File: config.mk
export PLATFORM = sky130hd
export DESIGN_NAME = sdr_toggle_arbiter_flat
export DESIGN_NICKNAME = d
export VERILOG_FILES = /design/src/rtl/sdr_toggle_arbiter_if.sv /design/src/rtl/sdr_toggle_arbiter.sv /design/src/flat_wrapper.sv
export SDC_FILE = /design/constraint.sdc
export NUM_CORES = 1
export LEC_CHECK = 0
export BUFFER_PORTS_ARGS = -buffer_cell sky130_fd_sc_hd__buf_2
export CORE_AREA = 4 4 319 321
export DETAILED_ROUTE_END_ITERATION = 6
export DIE_AREA = 0 0 323 325
export PLACE_DENSITY_LB_ADDON = 0.08
export SYNTH_ARGS = -nofsm -noshare
export SYNTH_HDL_FRONTEND = slang
export SYNTH_SLANG_ARGS = --single-unit
File: constraint.sdc
create_clock -name clk -period 11.3 [get_ports clk]
set_input_delay 1.13 -clock clk [delete_from_list [all_inputs] [get_ports clk]]
set_output_delay 1.13 -clock clk [all_outputs]
set_load 0.01 [all_outputs]
File: src/rtl/sdr_toggle_arbiter_if.sv
`default_nettype none
// ============================================================================
// Module   : sdr_toggle_arbiter_if
// Brief    : Client-side and controller-side bundle of the SDRAM toggle arbiter
// Revision : 1.0 - initial release
// ============================================================================
interface sdr_toggle_arbiter_if #(
   parameter int N_CH = 4,
   parameter int AW   = 27,
   parameter int DW   = 64
);
   localparam int c_CW = $clog2(N_CH);

   logic [N_CH*AW-1:0]     ch_addr;
   logic [N_CH*DW-1:0]     ch_data;
   logic [N_CH*DW/8-1:0]   ch_be;
   logic [N_CH-1:0]        ch_rw;
   logic [N_CH-1:0]        ch_req;
   logic [N_CH-1:0]        ch_ack;
   logic [N_CH*DW-1:0]     ch_q;

   logic [AW-1:0]          sdr_addr;
   logic [DW-1:0]          sdr_data;
   logic [DW/8-1:0]        sdr_be;
   logic                   sdr_rw;
   logic                   sdr_req;
   logic                   sdr_ack;
   logic [DW-1:0]          sdr_q;

   logic                   busy;
   logic [c_CW-1:0]        grant_ch;

   // master: clients plus controller; slave: the arbiter itself
   modport master (
      output ch_addr, ch_data, ch_be, ch_rw, ch_req, sdr_ack, sdr_q,
      input  ch_ack, ch_q, sdr_addr, sdr_data, sdr_be, sdr_rw, sdr_req, busy, grant_ch
   );

   modport slave (
      input  ch_addr, ch_data, ch_be, ch_rw, ch_req, sdr_ack, sdr_q,
      output ch_ack, ch_q, sdr_addr, sdr_data, sdr_be, sdr_rw, sdr_req, busy, grant_ch
   );
endinterface
`default_nettype wire

File: src/rtl/sdr_toggle_arbiter.sv
`default_nettype none
// ============================================================================
// Module   : sdr_toggle_arbiter
// Brief    : N-channel toggle-handshake arbiter onto a single SDRAM toggle port.
//            Optional anti-starvation override enabled by SDR_ARB_STARVE_EN.
// Revision : 1.0 - initial release
// ============================================================================
module sdr_toggle_arbiter #(
   parameter int N_CH         = 4,
   parameter int AW           = 27,
   parameter int DW           = 64,
   parameter int PRIO_RR      = 0,
   parameter int STARVE_LIMIT = 255
) (
   input  logic                clk,
   input  logic                reset,
   sdr_toggle_arbiter_if.slave bus
);
   localparam int c_CW = $clog2(N_CH);
   localparam int c_BW = DW / 8;

   typedef enum logic [0:0] {
      ST_IDLE = 1'b0,
      ST_BUSY = 1'b1
   } state_t;

   state_t              r_state;
   logic [N_CH-1:0]     r_ch_ack;
   logic [N_CH*DW-1:0]  r_ch_q;
   logic [AW-1:0]       r_sdr_addr;
   logic [DW-1:0]       r_sdr_data;
   logic [c_BW-1:0]     r_sdr_be;
   logic                r_sdr_rw;
   logic                r_sdr_req;
   logic                r_busy;
   logic                r_req_snap;
   logic [c_CW-1:0]     r_grant;
   logic [c_CW-1:0]     r_last;

   logic [N_CH-1:0]     w_pending;
   logic                w_grant;
   logic                w_done;
   logic [c_CW-1:0]     w_base_win;
   logic [c_CW-1:0]     w_win;

   function automatic logic [c_CW-1:0] f_pick_fixed(input logic [N_CH-1:0] p);
      logic [c_CW-1:0] v_win;
      v_win = '0;
      for (int i = N_CH - 1; i >= 0; i--) begin
         if (p[i]) v_win = c_CW'(i);
      end
      return v_win;
   endfunction

   // First pending index strictly after the last grant, wrapping to 0
   function automatic logic [c_CW-1:0] f_pick_rr(input logic [N_CH-1:0] p,
                                                 input logic [c_CW-1:0] last);
      logic [c_CW-1:0] v_win;
      logic            v_found;
      int              v_idx;
      v_win   = '0;
      v_found = 1'b0;
      for (int k = 1; k <= N_CH; k++) begin
         v_idx = int'(last) + k;
         if (v_idx >= N_CH) v_idx = v_idx - N_CH;
         if (!v_found && p[v_idx]) begin
            v_win   = c_CW'(v_idx);
            v_found = 1'b1;
         end
      end
      return v_win;
   endfunction

   assign w_pending  = bus.ch_req ^ r_ch_ack;
   assign w_grant    = (r_state == ST_IDLE) && (|w_pending);
   assign w_done     = (r_state == ST_BUSY) && (r_sdr_req == bus.sdr_ack);
   assign w_base_win = (PRIO_RR != 0) ? f_pick_rr(w_pending, r_last) : f_pick_fixed(w_pending);

`ifdef SDR_ARB_STARVE_EN
   logic [7:0]      r_wait [N_CH];
   logic [N_CH-1:0] w_starved;

   always_comb begin
      w_starved = '0;
      for (int i = 0; i < N_CH; i++) begin
         w_starved[i] = w_pending[i] && (32'(r_wait[i]) >= STARVE_LIMIT);
      end
   end

   // The in-flight channel is already served, so it does not accumulate wait time
   always_ff @(posedge clk or posedge reset) begin
      if (reset) begin
         for (int i = 0; i < N_CH; i++) r_wait[i] <= '0;
      end else begin
         for (int i = 0; i < N_CH; i++) begin
            if (w_grant && (w_win == c_CW'(i))) begin
               r_wait[i] <= '0;
            end else if (w_pending[i] && !(r_busy && (r_grant == c_CW'(i))) &&
                         (r_wait[i] != 8'hFF)) begin
               r_wait[i] <= r_wait[i] + 8'd1;
            end
         end
      end
   end

   assign w_win = (|w_starved) ? f_pick_fixed(w_starved) : w_base_win;
`else
   assign w_win = w_base_win;
`endif

   always_ff @(posedge clk or posedge reset) begin
      if (reset) begin
         r_state    <= ST_IDLE;
         r_ch_ack   <= '0;
         r_ch_q     <= '0;
         r_sdr_addr <= '0;
         r_sdr_data <= '0;
         r_sdr_be   <= '0;
         r_sdr_rw   <= 1'b0;
         r_sdr_req  <= 1'b0;
         r_busy     <= 1'b0;
         r_req_snap <= 1'b0;
         r_grant    <= '0;
         r_last     <= c_CW'(N_CH - 1);
      end else begin
         case (r_state)
            ST_IDLE: begin
               if (w_grant) begin
                  r_sdr_addr <= bus.ch_addr[int'(w_win)*AW +: AW];
                  r_sdr_data <= bus.ch_data[int'(w_win)*DW +: DW];
                  r_sdr_be   <= bus.ch_be[int'(w_win)*c_BW +: c_BW];
                  r_sdr_rw   <= bus.ch_rw[w_win];
                  r_sdr_req  <= ~r_sdr_req;
                  // Acking with the snapshot keeps a mid-flight re-toggle pending
                  r_req_snap <= bus.ch_req[w_win];
                  r_grant    <= w_win;
                  r_last     <= w_win;
                  r_busy     <= 1'b1;
                  r_state    <= ST_BUSY;
               end
            end
            ST_BUSY: begin
               if (w_done) begin
                  r_ch_ack[r_grant] <= r_req_snap;
                  if (r_sdr_rw) r_ch_q[int'(r_grant)*DW +: DW] <= bus.sdr_q;
                  r_busy  <= 1'b0;
                  r_state <= ST_IDLE;
               end
            end
            default: r_state <= ST_IDLE;
         endcase
      end
   end

   assign bus.ch_ack   = r_ch_ack;
   assign bus.ch_q     = r_ch_q;
   assign bus.sdr_addr = r_sdr_addr;
   assign bus.sdr_data = r_sdr_data;
   assign bus.sdr_be   = r_sdr_be;
   assign bus.sdr_rw   = r_sdr_rw;
   assign bus.sdr_req  = r_sdr_req;
   assign bus.busy     = r_busy;
   assign bus.grant_ch = r_grant;
endmodule
`default_nettype wire

File: src/flat_wrapper.sv
// flat-port wrapper written by rule: the top's interface ports become plain ports
module sdr_toggle_arbiter_flat 
#(
   parameter int N_CH         = 4,
   parameter int AW           = 27,
   parameter int DW           = 64,
   parameter int PRIO_RR      = 0,
   parameter int STARVE_LIMIT = 255
)
  (clk, reset, bus_ch_addr, bus_ch_data, bus_ch_be, bus_ch_rw, bus_ch_req, bus_sdr_ack, bus_sdr_q, bus_ch_ack, bus_ch_q, bus_sdr_addr, bus_sdr_data, bus_sdr_be, bus_sdr_rw, bus_sdr_req, bus_busy, bus_grant_ch);
  sdr_toggle_arbiter_if #(.N_CH(N_CH), .AW(AW), .DW(DW)) bus_i ();
  input  logic clk;
  input  logic reset;
  input wire logic [$bits(bus_i.ch_addr)-1:0] bus_ch_addr;
  input wire logic [$bits(bus_i.ch_data)-1:0] bus_ch_data;
  input wire logic [$bits(bus_i.ch_be)-1:0] bus_ch_be;
  input wire logic [$bits(bus_i.ch_rw)-1:0] bus_ch_rw;
  input wire logic [$bits(bus_i.ch_req)-1:0] bus_ch_req;
  input wire logic [$bits(bus_i.sdr_ack)-1:0] bus_sdr_ack;
  input wire logic [$bits(bus_i.sdr_q)-1:0] bus_sdr_q;
  output wire logic [$bits(bus_i.ch_ack)-1:0] bus_ch_ack;
  output wire logic [$bits(bus_i.ch_q)-1:0] bus_ch_q;
  output wire logic [$bits(bus_i.sdr_addr)-1:0] bus_sdr_addr;
  output wire logic [$bits(bus_i.sdr_data)-1:0] bus_sdr_data;
  output wire logic [$bits(bus_i.sdr_be)-1:0] bus_sdr_be;
  output wire logic [$bits(bus_i.sdr_rw)-1:0] bus_sdr_rw;
  output wire logic [$bits(bus_i.sdr_req)-1:0] bus_sdr_req;
  output wire logic [$bits(bus_i.busy)-1:0] bus_busy;
  output wire logic [$bits(bus_i.grant_ch)-1:0] bus_grant_ch;
  assign bus_i.ch_addr = bus_ch_addr;
  assign bus_i.ch_data = bus_ch_data;
  assign bus_i.ch_be = bus_ch_be;
  assign bus_i.ch_rw = bus_ch_rw;
  assign bus_i.ch_req = bus_ch_req;
  assign bus_i.sdr_ack = bus_sdr_ack;
  assign bus_i.sdr_q = bus_sdr_q;
  assign bus_ch_ack = bus_i.ch_ack;
  assign bus_ch_q = bus_i.ch_q;
  assign bus_sdr_addr = bus_i.sdr_addr;
  assign bus_sdr_data = bus_i.sdr_data;
  assign bus_sdr_be = bus_i.sdr_be;
  assign bus_sdr_rw = bus_i.sdr_rw;
  assign bus_sdr_req = bus_i.sdr_req;
  assign bus_busy = bus_i.busy;
  assign bus_grant_ch = bus_i.grant_ch;
  sdr_toggle_arbiter #(.N_CH(N_CH), .AW(AW), .DW(DW), .PRIO_RR(PRIO_RR), .STARVE_LIMIT(STARVE_LIMIT)) u_core (.clk(clk), .reset(reset), .bus(bus_i));
endmodule
==> run metrics <==
via count=between 15000 and 20000; Die H=around 330 µm; clock root cell=clkbuf_16; Avg Vias per Cell=4.348; Arrival @ worst endpoint=3.72 ns; area leader, netlist=dfrtp_1; unique cell type count in the Yosys netlist=42; Fmax achieved=0.3092 GHz; WL met2=about 48000 µm; vias in the first global route=approximately 18000; Residual DRC=0; post-layout min period=around 3.2 ns; final-report hold violation count=0; most frequent cell after synthesis=dfrtp_1; Multi-input gate area=0.006774 mm²; core area=0.09928 mm²; DR iter-0 viols=977; row cnt=116; global-route wire length before repair=134000 µm; uppermost routed layer=met5; fin util=~24%; largest net degree at the start of global routing=89; Critical Path Sink Type=register; CTS clk-pin slew, worst paths=0.05 ns; total CTS buffers=49; met3 wire len=around 7300 µm; largest cells by area after synthesis=dfrtp_1 53%, o41ai_2 9.3%, nand3_1 7.4%, o21ai_0 5.7%, nand2_1 5.0%; WL final=94580 µm; DP Worst Slack=about 7.4 ns; Hold Worst Slack=around 0.46 ns; Critical Path Max Stage Delay=0.77 ns; dpl hpwl=70140 µm; DIE AREA=0.1050 mm²; Crit Path Category=input port to register; initial core utilization=17.47%; Critical Path Fanout Max=62; CTS resizes=0; Antenna Nets Post-Route=0; top post-synthesis cells by count=366 x dfrtp_1, 257 x nand3_1, 233 x nand2_1, 199 x inv_1, 196 x o21ai_0; Post-Syn Area=0.01734 mm²; # setup viols final=0; Layout Nets=3088; Layout area overhead=39.64%; top_reg_cell synth=dfrtp_1; Pwr Density=292.6 mW/mm²; Clock Sinks=366; filler cell count=11070; hold buffer count at cts=0; mean post-synth cell area=~9.3 µm²; Setup WS post-layout=between 8 and 9 ns; Slowest-stage cell, CP=buf_4; Clk Latency, worst-skew pair=0.59 ns; Relative slew margins=26.79%; share of cells above drive strength 1=about 40%; Seq/Total Area, Yosys=a little over half; Ports=835; Storage cell area=about 0.009 mm²; Die Span X=~320 µm; Yosys reg bits=366; max-cap violation count=0; GP Congestion=0.8774; total gr overflow=0; gr usage total=17.33%; Initial DRT Pass Iterations=5; syn_nets=approximately 2300; cell mode on critical path=buf_4; VDD IR max=0.1488 mV; unrepaired setup endpoints after global routing=no; # H-tree levels=2; clock skew=approximately 0.011 ns; initial antenna violation count=39; Worst Setup Start Kind=input port; Synth async-reset ratio=100.0%; crit share post-route=28.62%; wire per inst=between 20 and 25 µm; maximum clock path buffer count=3; EDFF count, synth=0; Post CTS Setup Buffer Count=0; Post-Syn Instances=1858; max-slew violation count=0; Metal-1 WL=36890 µm; Synth top area share=52.81%; clock tree from TritonCTS=done; outcome=finished clean; yosys warns=0; Worst-Margin Slew=1.098 ns; Final TNS setup=0 ns; # port buffers=834; HP Class=register to register; CP cell instances=buf_2 > xor2_1 > o41ai_4 > buf_4 > buf_4 > nand2_1 > o41ai_2; WP data required=11.78 ns; Leak=~12 nW
## metal layers
layer	up-vias	global-route usage, %
li1	7951	-
met1	8432	20.18
met2	633	30.94
met3	146	5.108
met4	30	4.507
met5	-	0
## cell usage in the layout, fill, tap and decap left out, types with 2 or more instances in the layout
master	instances
buf_2	834
dfrtp_1	366
nand3_1	257
nand2_1	233
inv_1	198
o21ai_0	196
nor2_1	102
a21oi_1	100
o41ai_2	99
o22ai_1	99
clkbuf_16	49
buf_4	24
diode_2	17
clkbuf_1	12
clkbuf_8	10
ha_1	7
xnor2_1	4
and4_4	4
a22oi_1	3
mux2_2	3
clkinv_2	3
nand4_1	2
nor2b_1	2
xor2_1	2
xor2_2	2
o21ai_1	2
inv_6	2
## kinds of logic (layout without fill, tap and decap cells)
group                      after synthesis  count (layout)  share of synthesized area (%)
buffers and inverters                  356            1137                          8.427
DFF                                    366             366                          52.81
AOI/OAI and AO/OA                      505             505                          21.98
muxes                                    4               4                         0.2525
xor gates and xnor gates                 9               9                         0.5411
and+or+nand+nor                        610             610                          15.43
other                                    0              17                              0
adders and majority gates                8               8                         0.5627
## power breakdown
| part | internal (mW) | switching (mW) | leakage, nW | total, mW |
|---|---|---|---|---|
| Combinational | 1.10 | 2.22 | 6.79 | 3.33 |
| Sequential | 1.88 | 0.365 | 4.68 | 2.24 |
| Clock | 0.881 | 0.632 | 0.739 | 1.51 |
## registers in the layout, summed over array words and instances, names as in the netlist
register and cells:
u_core.bus.ch_q 256, u_core.bus.ch_ack 4, u_core.r_state 1, u_core.bus.sdr_data 64
u_core.bus.busy 1, u_core.bus.sdr_addr 27, u_core.bus.sdr_req 1, u_core.bus.grant_ch 2
u_core.r_req_snap 1, u_core.bus.sdr_rw 1, u_core.bus.sdr_be 8
## layout make-up
cell class                 instances  share of cell area (%)
inverter                         199                   3.116
antenna                           17                  0.1757
sequential                       366                   37.82
timing repair buffer             858                   17.98
tap                             1298                   6.707
clock inverter                     9                  0.4082
multi-input combinational       1136                   27.97
clock buffer                      71                   5.818
## per-stage QoR
stage	std cells	instance area [µm²]	power [mW]
CTS	3937	24170	7.259
finish	3954	24220	7.084
global route	3942	24190	7.558
detailed placement	3857	22670	5.682
floorplan	1858	17340	4.070
global placement	3857	22670	5.663
## worst paths after layout
kind | start | to | slack, ns | cells after the start
setup / recovery | bus_ch_req[0] | u_core.bus.sdr_addr[14]$_DFFE_PP0P_ | 8.07 | 7
hold / removal | u_core.bus.ch_q[253]$_DFFE_PP0P_ | u_core.bus.ch_q[253]$_DFFE_PP0P_ | 0.46 | 2
setup reg to reg | u_core.bus.ch_ack[1]$_DFFE_PP0P_ | u_core.bus.sdr_addr[14]$_DFFE_PP0P_ | 8.20 | 6
hold reg to reg | u_core.bus.ch_q[253]$_DFFE_PP0P_ | u_core.bus.ch_q[253]$_DFFE_PP0P_ | 0.46 | 2
max in group asynchronous | reset | u_core.bus.ch_q[193]$_DFFE_PP0P_ | 8.51 | 4
min in group asynchronous | reset | u_core.bus.sdr_data[36]$_DFFE_PP0P_ | 0.59 | 2
## worst max-delay path, delay by kind of cell
| family | cells | cell delay [ns] |
|---|---|---|
| and+or+nand+nor | 1 | 0.17 |
| buffers and inverters | 3 | 1.62 |
| AOI/OAI and AO/OA | 2 | 0.48 |
| xor gates and xnor gates | 1 | 0.21 |
(Power assumes the default switching activity.)
